**config.mk**
```make
export PLATFORM = sky130hd
export DESIGN_NAME = stage2_alu_execute_flat
export DESIGN_NICKNAME = d
export VERILOG_FILES = /design/src/rtl/alu_pkg.sv /design/src/rtl/stage2_alu_execute_if.sv /design/src/rtl/alu_shifter.sv /design/src/rtl/stage2_alu_execute.sv /design/src/flat_wrapper.sv
export SDC_FILE = /design/constraint.sdc
export NUM_CORES = 1
export LEC_CHECK = 0
export BUFFER_PORTS_ARGS = -buffer_cell sky130_fd_sc_hd__buf_2
export CAP_MARGIN = 20
export CELL_PAD_IN_SITES_DETAIL_PLACEMENT = 2
export CELL_PAD_IN_SITES_GLOBAL_PLACEMENT = 2
export CORE_MARGIN = 10
export CORE_UTILIZATION = 25
export DETAILED_ROUTE_END_ITERATION = 12
export GPL_ROUTABILITY_DRIVEN = 1
export MAX_ROUTING_LAYER = met4
export PLACE_DENSITY = 0.69
export SLEW_MARGIN = 20
export SYNTH_ARGS = -nofsm -noshare
export SYNTH_HDL_FRONTEND = slang
export SYNTH_SLANG_ARGS = --single-unit
```
**constraint.sdc**
```tcl
create_clock -name clock -period 9.85 [get_ports clock]
set_input_delay 1.97 -clock clock [delete_from_list [all_inputs] [get_ports clock]]
set_output_delay 1.97 -clock clock [all_outputs]
set_load 0.05 [all_outputs]
```
**src/rtl/alu_pkg.sv**
```systemverilog
// Shared constants and operation encodings
// for the stage-2 ALU execute slice.
package alu_pkg;

    localparam int WIDTH_DEF   = 32;
    localparam int SHAMT_W_DEF = 5;

    localparam logic [2:0] SHIFT_REG   = 3'b000;
    localparam logic [2:0] ARITH_LOGIC = 3'b001;
    localparam logic [2:0] MEM_READ    = 3'b101;
    localparam logic [2:0] MEM_WRITE   = 3'b100;

    typedef enum logic [2:0] {
        OP_ADD  = 3'b000,
        OP_HADD = 3'b001,
        OP_SUB  = 3'b010,
        OP_NOT  = 3'b011,
        OP_AND  = 3'b100,
        OP_OR   = 3'b101,
        OP_XOR  = 3'b110,
        OP_LHG  = 3'b111
    } arith_op_e;

    typedef enum logic [2:0] {
        LD_BYTE  = 3'b000,
        LD_BYTEU = 3'b001,
        LD_HALF  = 3'b010,
        LD_HALFU = 3'b011,
        LD_WORD  = 3'b100
    } load_op_e;

    typedef enum logic [1:0] {
        SH_LEFT0 = 2'b00,
        SH_LEFT1 = 2'b01,
        SH_RLOG  = 2'b10,
        SH_RART  = 2'b11
    } shift_op_e;

endpackage

```
**src/rtl/stage2_alu_execute_if.sv**
```systemverilog
// Operand/result bundle between operand-prep
// stage, the ALU stage and writeback.
interface stage2_alu_execute_if
    import alu_pkg::*;
#(
    parameter int WIDTH   = WIDTH_DEF,
    parameter int SHAMT_W = SHAMT_W_DEF
);
    logic               enable_arith;
    logic               enable_shift;
    logic [WIDTH-1:0]   aluin1;
    logic [WIDTH-1:0]   aluin2;
    logic [2:0]         operation;
    logic [2:0]         opselect;
    logic [SHAMT_W-1:0] shift_number;
    logic [WIDTH-1:0]   aluout;
    logic               carry;
    logic               overflow;
    logic               result_valid;

    modport master (
        output enable_arith, enable_shift,
        output aluin1, aluin2,
        output operation, opselect, shift_number,
        input  aluout, carry, overflow, result_valid
    );

    modport slave (
        input  enable_arith, enable_shift,
        input  aluin1, aluin2,
        input  operation, opselect, shift_number,
        output aluout, carry, overflow, result_valid
    );
endinterface

```
**src/rtl/alu_shifter.sv**
```systemverilog
// Combinational barrel shifter: left, logical
// right and arithmetic right.
module alu_shifter
    import alu_pkg::*;
#(
    parameter int WIDTH   = WIDTH_DEF,
    parameter int SHAMT_W = SHAMT_W_DEF
) (
    input  logic [WIDTH-1:0]   a,
    input  logic [SHAMT_W-1:0] shift_number,
    input  logic [1:0]         shift_op,
    output logic [WIDTH-1:0]   y
);
    always_comb begin
        y = a;
        unique case (shift_op_e'(shift_op))
            SH_LEFT0,
            SH_LEFT1: y = a << shift_number;
            SH_RLOG:  y = a >> shift_number;
            SH_RART:  y = WIDTH'($signed(a) >>> shift_number);
            default:  y = a;
        endcase
    end
endmodule

```
**src/rtl/stage2_alu_execute.sv**
```systemverilog
// Registered ALU stage: arith/logic, load
// formatting and shifts with carry/overflow.
module stage2_alu_execute
    import alu_pkg::*;
#(
    parameter int WIDTH   = WIDTH_DEF,
    parameter int SHAMT_W = SHAMT_W_DEF
) (
    input logic                 clock,
    input logic                 reset,
    stage2_alu_execute_if.slave bus
);
    logic [WIDTH-1:0] a, b;
    logic [WIDTH-1:0] shift_y;
    logic [WIDTH:0]   sum, diff;
    logic [16:0]      hsum;
    logic             sel_arith, sel_mem, sel_shift;
    logic [WIDTH-1:0] arith_y, load_y;
    logic             arith_c, arith_o;

    assign a = bus.aluin1;
    assign b = bus.aluin2;

    assign sel_arith = bus.enable_arith
                    && bus.opselect == ARITH_LOGIC;
    assign sel_mem   = bus.enable_arith
                    && bus.opselect == MEM_READ;
    // Shift codes 1xx are reserved and behave as no-op
    assign sel_shift = bus.enable_shift
                    && bus.opselect == SHIFT_REG
                    && !bus.operation[2];

    assign sum  = {1'b0, a} + {1'b0, b};
    assign diff = {1'b0, a} - {1'b0, b};
    assign hsum = {1'b0, a[15:0]} + {1'b0, b[15:0]};

    alu_shifter #(
        .WIDTH   (WIDTH),
        .SHAMT_W (SHAMT_W)
    ) u_shifter (
        .a            (a),
        .shift_number (bus.shift_number),
        .shift_op     (bus.operation[1:0]),
        .y            (shift_y)
    );

    always_comb begin
        arith_y = '0;
        arith_c = 1'b0;
        arith_o = 1'b0;
        unique case (arith_op_e'(bus.operation))
            OP_ADD: begin
                arith_y = sum[WIDTH-1:0];
                arith_c = sum[WIDTH];
                arith_o = (a[WIDTH-1] == b[WIDTH-1])
                       && (sum[WIDTH-1] != a[WIDTH-1]);
            end
            OP_HADD: begin
                arith_y = {{(WIDTH-16){hsum[15]}},
                           hsum[15:0]};
                arith_c = hsum[16];
                arith_o = (a[15] == b[15])
                       && (hsum[15] != a[15]);
            end
            OP_SUB: begin
                arith_y = diff[WIDTH-1:0];
                arith_c = diff[WIDTH];
                arith_o = (a[WIDTH-1] != b[WIDTH-1])
                       && (diff[WIDTH-1] != a[WIDTH-1]);
            end
            OP_NOT: arith_y = ~b;
            OP_AND: arith_y = a & b;
            OP_OR:  arith_y = a | b;
            OP_XOR: arith_y = a ^ b;
            OP_LHG: arith_y = {b[15:0],
                               {(WIDTH-16){1'b0}}};
            default: arith_y = '0;
        endcase
    end

    always_comb begin
        load_y = b;
        case (load_op_e'(bus.operation))
            LD_BYTE:  load_y = {{(WIDTH-8){b[7]}}, b[7:0]};
            LD_BYTEU: load_y = {{(WIDTH-8){1'b0}}, b[7:0]};
            LD_HALF:  load_y = {{(WIDTH-16){b[15]}}, b[15:0]};
            LD_HALFU: load_y = {{(WIDTH-16){1'b0}}, b[15:0]};
            default:  load_y = b;
        endcase
    end

    always_ff @(posedge clock) begin
        if (reset) begin
            bus.aluout       <= '0;
            bus.carry        <= 1'b0;
            bus.overflow     <= 1'b0;
            bus.result_valid <= 1'b0;
        end else begin
            bus.result_valid <= 1'b0;
            if (sel_arith) begin
                bus.aluout       <= arith_y;
                bus.carry        <= arith_c;
                bus.overflow     <= arith_o;
                bus.result_valid <= 1'b1;
            end else if (sel_mem) begin
                bus.aluout       <= load_y;
                bus.carry        <= 1'b0;
                bus.overflow     <= 1'b0;
                bus.result_valid <= 1'b1;
            end else if (sel_shift) begin
                bus.aluout       <= shift_y;
                bus.result_valid <= 1'b1;
            end
        end
    end
endmodule

```
**src/flat_wrapper.sv**
```systemverilog
// flat-port wrapper written by rule: the top's interface ports become plain ports
module stage2_alu_execute_flat import alu_pkg::*;
#(
    parameter int WIDTH   = WIDTH_DEF,
    parameter int SHAMT_W = SHAMT_W_DEF
)
  (clock, reset, bus_enable_arith, bus_enable_shift, bus_aluin1, bus_aluin2, bus_operation, bus_opselect, bus_shift_number, bus_aluout, bus_carry, bus_overflow, bus_result_valid);
  stage2_alu_execute_if #(.WIDTH(WIDTH), .SHAMT_W(SHAMT_W)) bus_i ();
  input logic clock;
  input logic reset;
  input wire logic [$bits(bus_i.enable_arith)-1:0] bus_enable_arith;
  input wire logic [$bits(bus_i.enable_shift)-1:0] bus_enable_shift;
  input wire logic [$bits(bus_i.aluin1)-1:0] bus_aluin1;
  input wire logic [$bits(bus_i.aluin2)-1:0] bus_aluin2;
  input wire logic [$bits(bus_i.operation)-1:0] bus_operation;
  input wire logic [$bits(bus_i.opselect)-1:0] bus_opselect;
  input wire logic [$bits(bus_i.shift_number)-1:0] bus_shift_number;
  output wire logic [$bits(bus_i.aluout)-1:0] bus_aluout;
  output wire logic [$bits(bus_i.carry)-1:0] bus_carry;
  output wire logic [$bits(bus_i.overflow)-1:0] bus_overflow;
  output wire logic [$bits(bus_i.result_valid)-1:0] bus_result_valid;
  assign bus_i.enable_arith = bus_enable_arith;
  assign bus_i.enable_shift = bus_enable_shift;
  assign bus_i.aluin1 = bus_aluin1;
  assign bus_i.aluin2 = bus_aluin2;
  assign bus_i.operation = bus_operation;
  assign bus_i.opselect = bus_opselect;
  assign bus_i.shift_number = bus_shift_number;
  assign bus_aluout = bus_i.aluout;
  assign bus_carry = bus_i.carry;
  assign bus_overflow = bus_i.overflow;
  assign bus_result_valid = bus_i.result_valid;
  stage2_alu_execute #(.WIDTH(WIDTH), .SHAMT_W(SHAMT_W)) u_core (.clock(clock), .reset(reset), .bus(bus_i));
endmodule
```
Word-level counts from Yosys, hierarchy flattened
Index checks and enable logic that the tools add are counted.
{ "word_totals": {"reg_bits": 35, "input_bits": 79} }
{ "op_classes": {"add_sub_neg": 3, "eq_ne": 18, "n_shift": 3, "mux": 14, "n_bitwise": 4, "n_reduce_logical": 14} }
{ "op_table": {"columns": ["cell", "count"], "rows": [
  ["$pmux 32 s8", 1],
  ["$pmux 32 s4", 1],
  ["$mux 32", 3],
  ["$pmux 32 s3", 1],
  ["$add 32x32->33", 1],
  ["$sub 32x32->33", 1],
  ["$and 32x32->32", 1],
  ["$not 32->32", 1],
  ["$or 32x32->32", 1],
  ["$shl 32x5->32", 1],
  ["$shr 32x5->32", 1],
  ["$sshr 32x5->32", 1],
  ["$xor 32x32->32", 1],
  ["$add 16x16->17", 1],
  ["$eq 3x3->1 const B", 5],
  ["$logic_and 1x1->1", 7],
  ["$eq 3x1->1 const B", 2],
  ["$eq 3x2->1 const B", 2],
  ["$logic_not 3->1", 2],
  ["$mux 1", 6],
  ["$pmux 1 s3", 2],
  ["$eq 2x2->1 const B", 2],
  ["$ne 1x1->1", 4],
  ["$reduce_bool 3->1", 1],
  ["other kinds (6)", 7]
]} }

Longest topological paths before layout
{ "logic_depth": {"word_depth": 6, "ltp_mapped": 14} }

Cells and area by module
From an unflattened synthesis, not the netlist that was laid out.
{ "hier_totals": {"cells_unflattened": 1602, "area_unflattened_um2": 11920.2} }
{ "by_module_without_submodules": {"columns": ["mod", "n_inst", "cells_each", "area_per_inst_um2", "seq_area_each_um2"], "rows": [
  ["stage2_alu_execute", 1, 1116, 7764.9, 700.7],
  ["alu_shifter", 1, 486, 4155.2, 0.0]
]} }

Worst setup path after synthesis
Ideal clock, no wire load.
{ "synth_timing": {"path_kind": "input to register", "startpoint": "input bus_aluin2[2]", "endpoint": "register u_core.bus.carry", "setup_ps": 122, "arrival_ps": 4320, "path_slack_ps": 5408, "stages": 12, "path_buffers": 1, "path_cell_list": "inv_1 ha_1 buf_6 nand2b_4 a2111oi_4 o21ba_2 o21ai_2 o41ai_4 a41oi_2 o21ai_1 o41ai_1 a311o_1"} }
{ "synth_between": {"elab_chain_cells": 3, "elab_cells_between_ends": 5} }
{ "synth_lines": {"columns": ["element", "line", "text"], "rows": [
  ["start: declaration", "flat_wrapper.sv:14", "input wire logic [$bits(bus_i.aluin2)-1:0] bus_aluin2;"],
  ["$sub 32x32->33, or another cell as far along", "stage2_alu_execute.sv:34", "assign diff = {1'b0, a} - {1'b0, b};"],
  ["$pmux 1 s3 (*)", "stage2_alu_execute.sv:51", "unique case (arith_op_e'(bus.operation))"],
  ["$mux 1 (*)", "stage2_alu_execute.sv:100", "if (sel_arith) begin"],
  ["end signal: assignment", "stage2_alu_execute.sv:102", "bus.carry <= arith_c;"],
  ["end: declaration", "stage2_alu_execute_if.sv:32", "output aluout, carry, overflow, result_valid"]
]} }
Every way passes the cells marked *; elsewhere a longest branch is shown, timed or not.
A chain may end at the register's enable or synchronous reset.

Final worst setup path
{ "layout_timing": {"startpoint": "input bus_aluin1[10]", "endpoint": "register u_core.bus.aluout[25]"} }
{ "layout_between": {"elab_chain_cells": 5, "elab_cells_between_ends": 11} }
{ "layout_lines": {"columns": ["element", "line", "text"], "rows": [
  ["start: declaration", "flat_wrapper.sv:13", "input wire logic [$bits(bus_i.aluin1)-1:0] bus_aluin1;"],
  ["parallel branches: the longest is 4 deep, another holds $sub 32x32->33", null, null],
  ["$mux 32 (*)", "stage2_alu_execute.sv:100", null],
  ["end signal: assignment", "stage2_alu_execute.sv:101", "bus.aluout <= arith_y;"],
  ["end signal: assignment", "stage2_alu_execute.sv:106", "bus.aluout <= load_y;"],
  ["end signal: assignment", "stage2_alu_execute.sv:111", "bus.aluout <= shift_y;"],
  ["end: declaration", "stage2_alu_execute_if.sv:32", null]
]} }
Mark *: on every way between the ends. The select of a mux whose other input is x is not followed.

==> impl_metrics.py <==
metrics = {
    "outcome": {
        "status": "completed",
    },
    "place": {
        "hpwl_um": 52000,
        "io_buffers": 113,
        "routabilityCongestion": 0.958,
        "dp_slack_ns": 4.04,
    },
    "setup_path": {
        "path_max_fanout": 11,
        "worst_ep_required_time_ns": 10.01,
        "crit_slowest_cell": "o21ai_0",
        "critPathArrivalTime_ns": 5.79,
        "crit_cells": 12,
        "reg2regPathDepth": 4,
        "critPathKind": "input port to register",
        "slowest_delay_ns": 0.66,
        "path_cells": "buf_2 -> inv_1 -> ha_1 -> and3_1 -> nand4_1 -> nor3_1 -> nor2_1 -> o31a_1 -> o21ai_0 -> a41oi_1 -> mux2i_1 -> a41oi_1",
        "endpoint_kind": "register",
        "critical-path-top-delay-family": "compound AO/OA/AOI/OAI gates",
        "cp_num_buf_inv": 2,
        "cp-start-kind": "input port",
        "cp-startpoint": "bus_aluin1[10]",
        "r2r-start": "u_core.bus.aluout[30]",
        "cp_common_cell": "a41oi_1",
    },
    "sta": {
        "relSlewSlack_pct": 12.0,
        "fin_ws_ns": 4.22,
        "timing.final.crit_period_ns": 5.63,
        "tns_ns": 0,
        "post-route-period-util_pct": 57.2,
        "slew_viol_final": 0,
        "worst_pin_slew_ns": 1.32,
        "setup_viol_count_final": 0,
        "skew_ns": 0.00950,
        "fmax_mhz": 178,
        "rsz0062_at_grt": "false",
        "hold_ws_ns": 0.484,
        "hold_violations": 0,
    },
    "floorplanning": {
        "die_h_um": 230,
        "start_util_pct": 25.4,
        "die_w_um": 230,
        "core_um2": 43400,
        "dieArea_um2": 52900,
        "io_pins": 114,
        "rows": 76,
    },
    "route": {
        "wirelength_um": 66600,
        "drc_errors": 0,
        "wl_per_cell_um": 31.4,
        "ant_nets": 0,
        "firstDrtPassIters": 6,
        "vias": 13600,
        "vias_per_cell": 6.39,
        "drt-initial-drc-count": 1630,
    },
    "cts": {
        "holdBufCountCts": 0,
        "ctsResizeCount": 0,
        "post-cts-setup-buffer-count": 0,
        "cts_buffers": 5,
        "cts_tree": "done",
        "clockBufferDepth": 2,
        "cts_num_sinks": 35,
        "clockRootBuffer": "clkbuf_16",
        "clk_pin_slew_ns": 0.07,
        "worstSkewPairLatency_ns": 0.29,
        "h-tree-depth": 2,
    },
    "layout": {
        "fin_util_pct": 27.9,
        "area_growth_pct": 9.71,
        "final_cell_mix": "nor2_1, a21oi_1, nand2_1, buf_2, inv_1",
        "drive_gt1_share_pct": 15.4,
        "num-nets-final": 1713,
        "fillers": 5202,
        "layout_commonest_cell": "nor2_1",
    },
    "synth": {
        "yosysWarnings": 0,
        "synthCells": 1522,
        "syn_area_per_cell_um2": 7.25,
        "ys_ff_latch": 35,
        "synth_edf_count": 0,
        "syn-cell-area_um2": 11000,
        "synth_seq_area_share_pct": 6.35,
        "ys_async_sr_fraction_pct": 0,
        "synth_nets": 1699,
        "ys.flop_type": "dfxtp_1",
        "synth_cell_type_count": 85,
    },
    "power_and_ir_drop": {
        "p_per_area_nw_per_um2": 88.4,
        "switching_share_pct": 54.9,
        "clockPowerShare_pct": 15.9,
        "switchingPower_w": 0.000588,
        "power_w": 0.00107,
        "seqPwrFrac_pct": 14.9,
        "p_int_w": 0.000482,
        "vdd.ir_drop.worst_mv": 0.0562,
        "comb_power_share_pct": 69.2,
        "leakage_nw": 4.99,
    },
    "grt": {
        "grt_max_degree": 74,
        "antenna_found_initial": 1,
        "grt_pass1_vias": 13900,
        "grt_overflow": 0,
        "grt_pass1_wl_um": 97900,
        "grt_use_total_pct": 24.8,
    },
    "min_path": {
        "hold_start": "u_core.bus.aluout[8]",
        "whs_path_depth": 2,
        "min_path_type": "register to register",
    },
    "job": {
        "cap_violations": 0,
    },
}
-- metrics by stage --
step	std cells	cell area (um2)
after floorplan	1522	11000
after CTS	2122	12100
final	2124	12100
after detailed placement	2114	12000
after global placement	2114	12000
after global routing	2123	12100
-- kinds of logic (layout without fill, tap and decap cells) --
logic type / count (synthesis) / in the layout / share of synthesized area (%)
other cells: 0 / 2 / 0
compound gates: 573 / 573 / 35.3
buf+inv: 235 / 250 / 8.74
xor+xnor: 24 / 24 / 1.91
flops: 35 / 35 / 6.35
fa+ha+maj: 98 / 98 / 11.2
simple gates: 419 / 419 / 16.9
mux: 138 / 138 / 19.5
-- routing by layer --
layer / GRT usage (%) / vias to the layer above / wire length (um)
met5: - / - / 0
li1: - / 5792 / -
met1: 32.7 / 7022 / 29400
met3: 3.21 / 107 / 4660
met2: 38.9 / 649 / 30300
met4: 7.38 / 0 / 2290
-- layout make-up --
class	count	area [um2]	area share [%]
multi-input combinational	1252	9390	77.5
tap	585	732	6.05
clock inverter	3	20.0	0.165
timing repair buffer	134	731	6.04
inverter	108	405	3.35
clock buffer	5	125	1.03
sequential	35	701	5.79
antenna	2	5.00	0.0413
-- synth_stat cells, types with 22 or more instances --
master	number	share of area, %
a211oi_1	34	2.3
a21o_1	23	1.6
a21oi_1	146	6.6
a221oi_1	26	2.1
clkbuf_1	82	2.8
dfxtp_1	35	6.4
ha_1	96	11
inv_1	102	3.5
mux2i_1	70	6.4
mux4_2	61	12
nand2_1	111	3.8
nand3_1	25	1.1
nor2_1	171	5.8
nor3_1	35	1.6
o21ai_0	100	4.5
o22ai_1	41	2.3
xnor2_1	22	1.7
-- worst min-delay path: stages (launching register included) --
cell and delay [ns]:
dfxtp_1 0.33, nand2_1 0.05, o21ai_0 0.07
-- sequential cells by signal, indices dropped and copies added, names as in the netlist --
name	count
u_core.bus.overflow	1
u_core.bus.aluout	32
u_core.bus.result_valid	1
u_core.bus.carry	1
-- path summary, 6_finish.rpt --
path                           endpoint  slack (ns)
setup / recovery  u_core.bus.aluout[25]        4.22
hold / removal     u_core.bus.aluout[8]        0.48
setup reg to reg  u_core.bus.aluout[30]        8.40
hold reg to reg    u_core.bus.aluout[8]        0.48
-- power groups by stage --
stage / Sequential [W] / Combinational, W / Clock (W)
2_1_floorplan: 0.000182 / 0.000440 / 0
3_3_place_gp: 0.000162 / 0.000706 / 0
3_5_place_dp: 0.000162 / 0.000722 / 0
4_1_cts: 0.000158 / 0.000726 / 0.000169
5_1_grt: 0.000159 / 0.000787 / 0.000176
6_report: 0.000159 / 0.000741 / 0.000170
(Power assumes the default switching activity.)
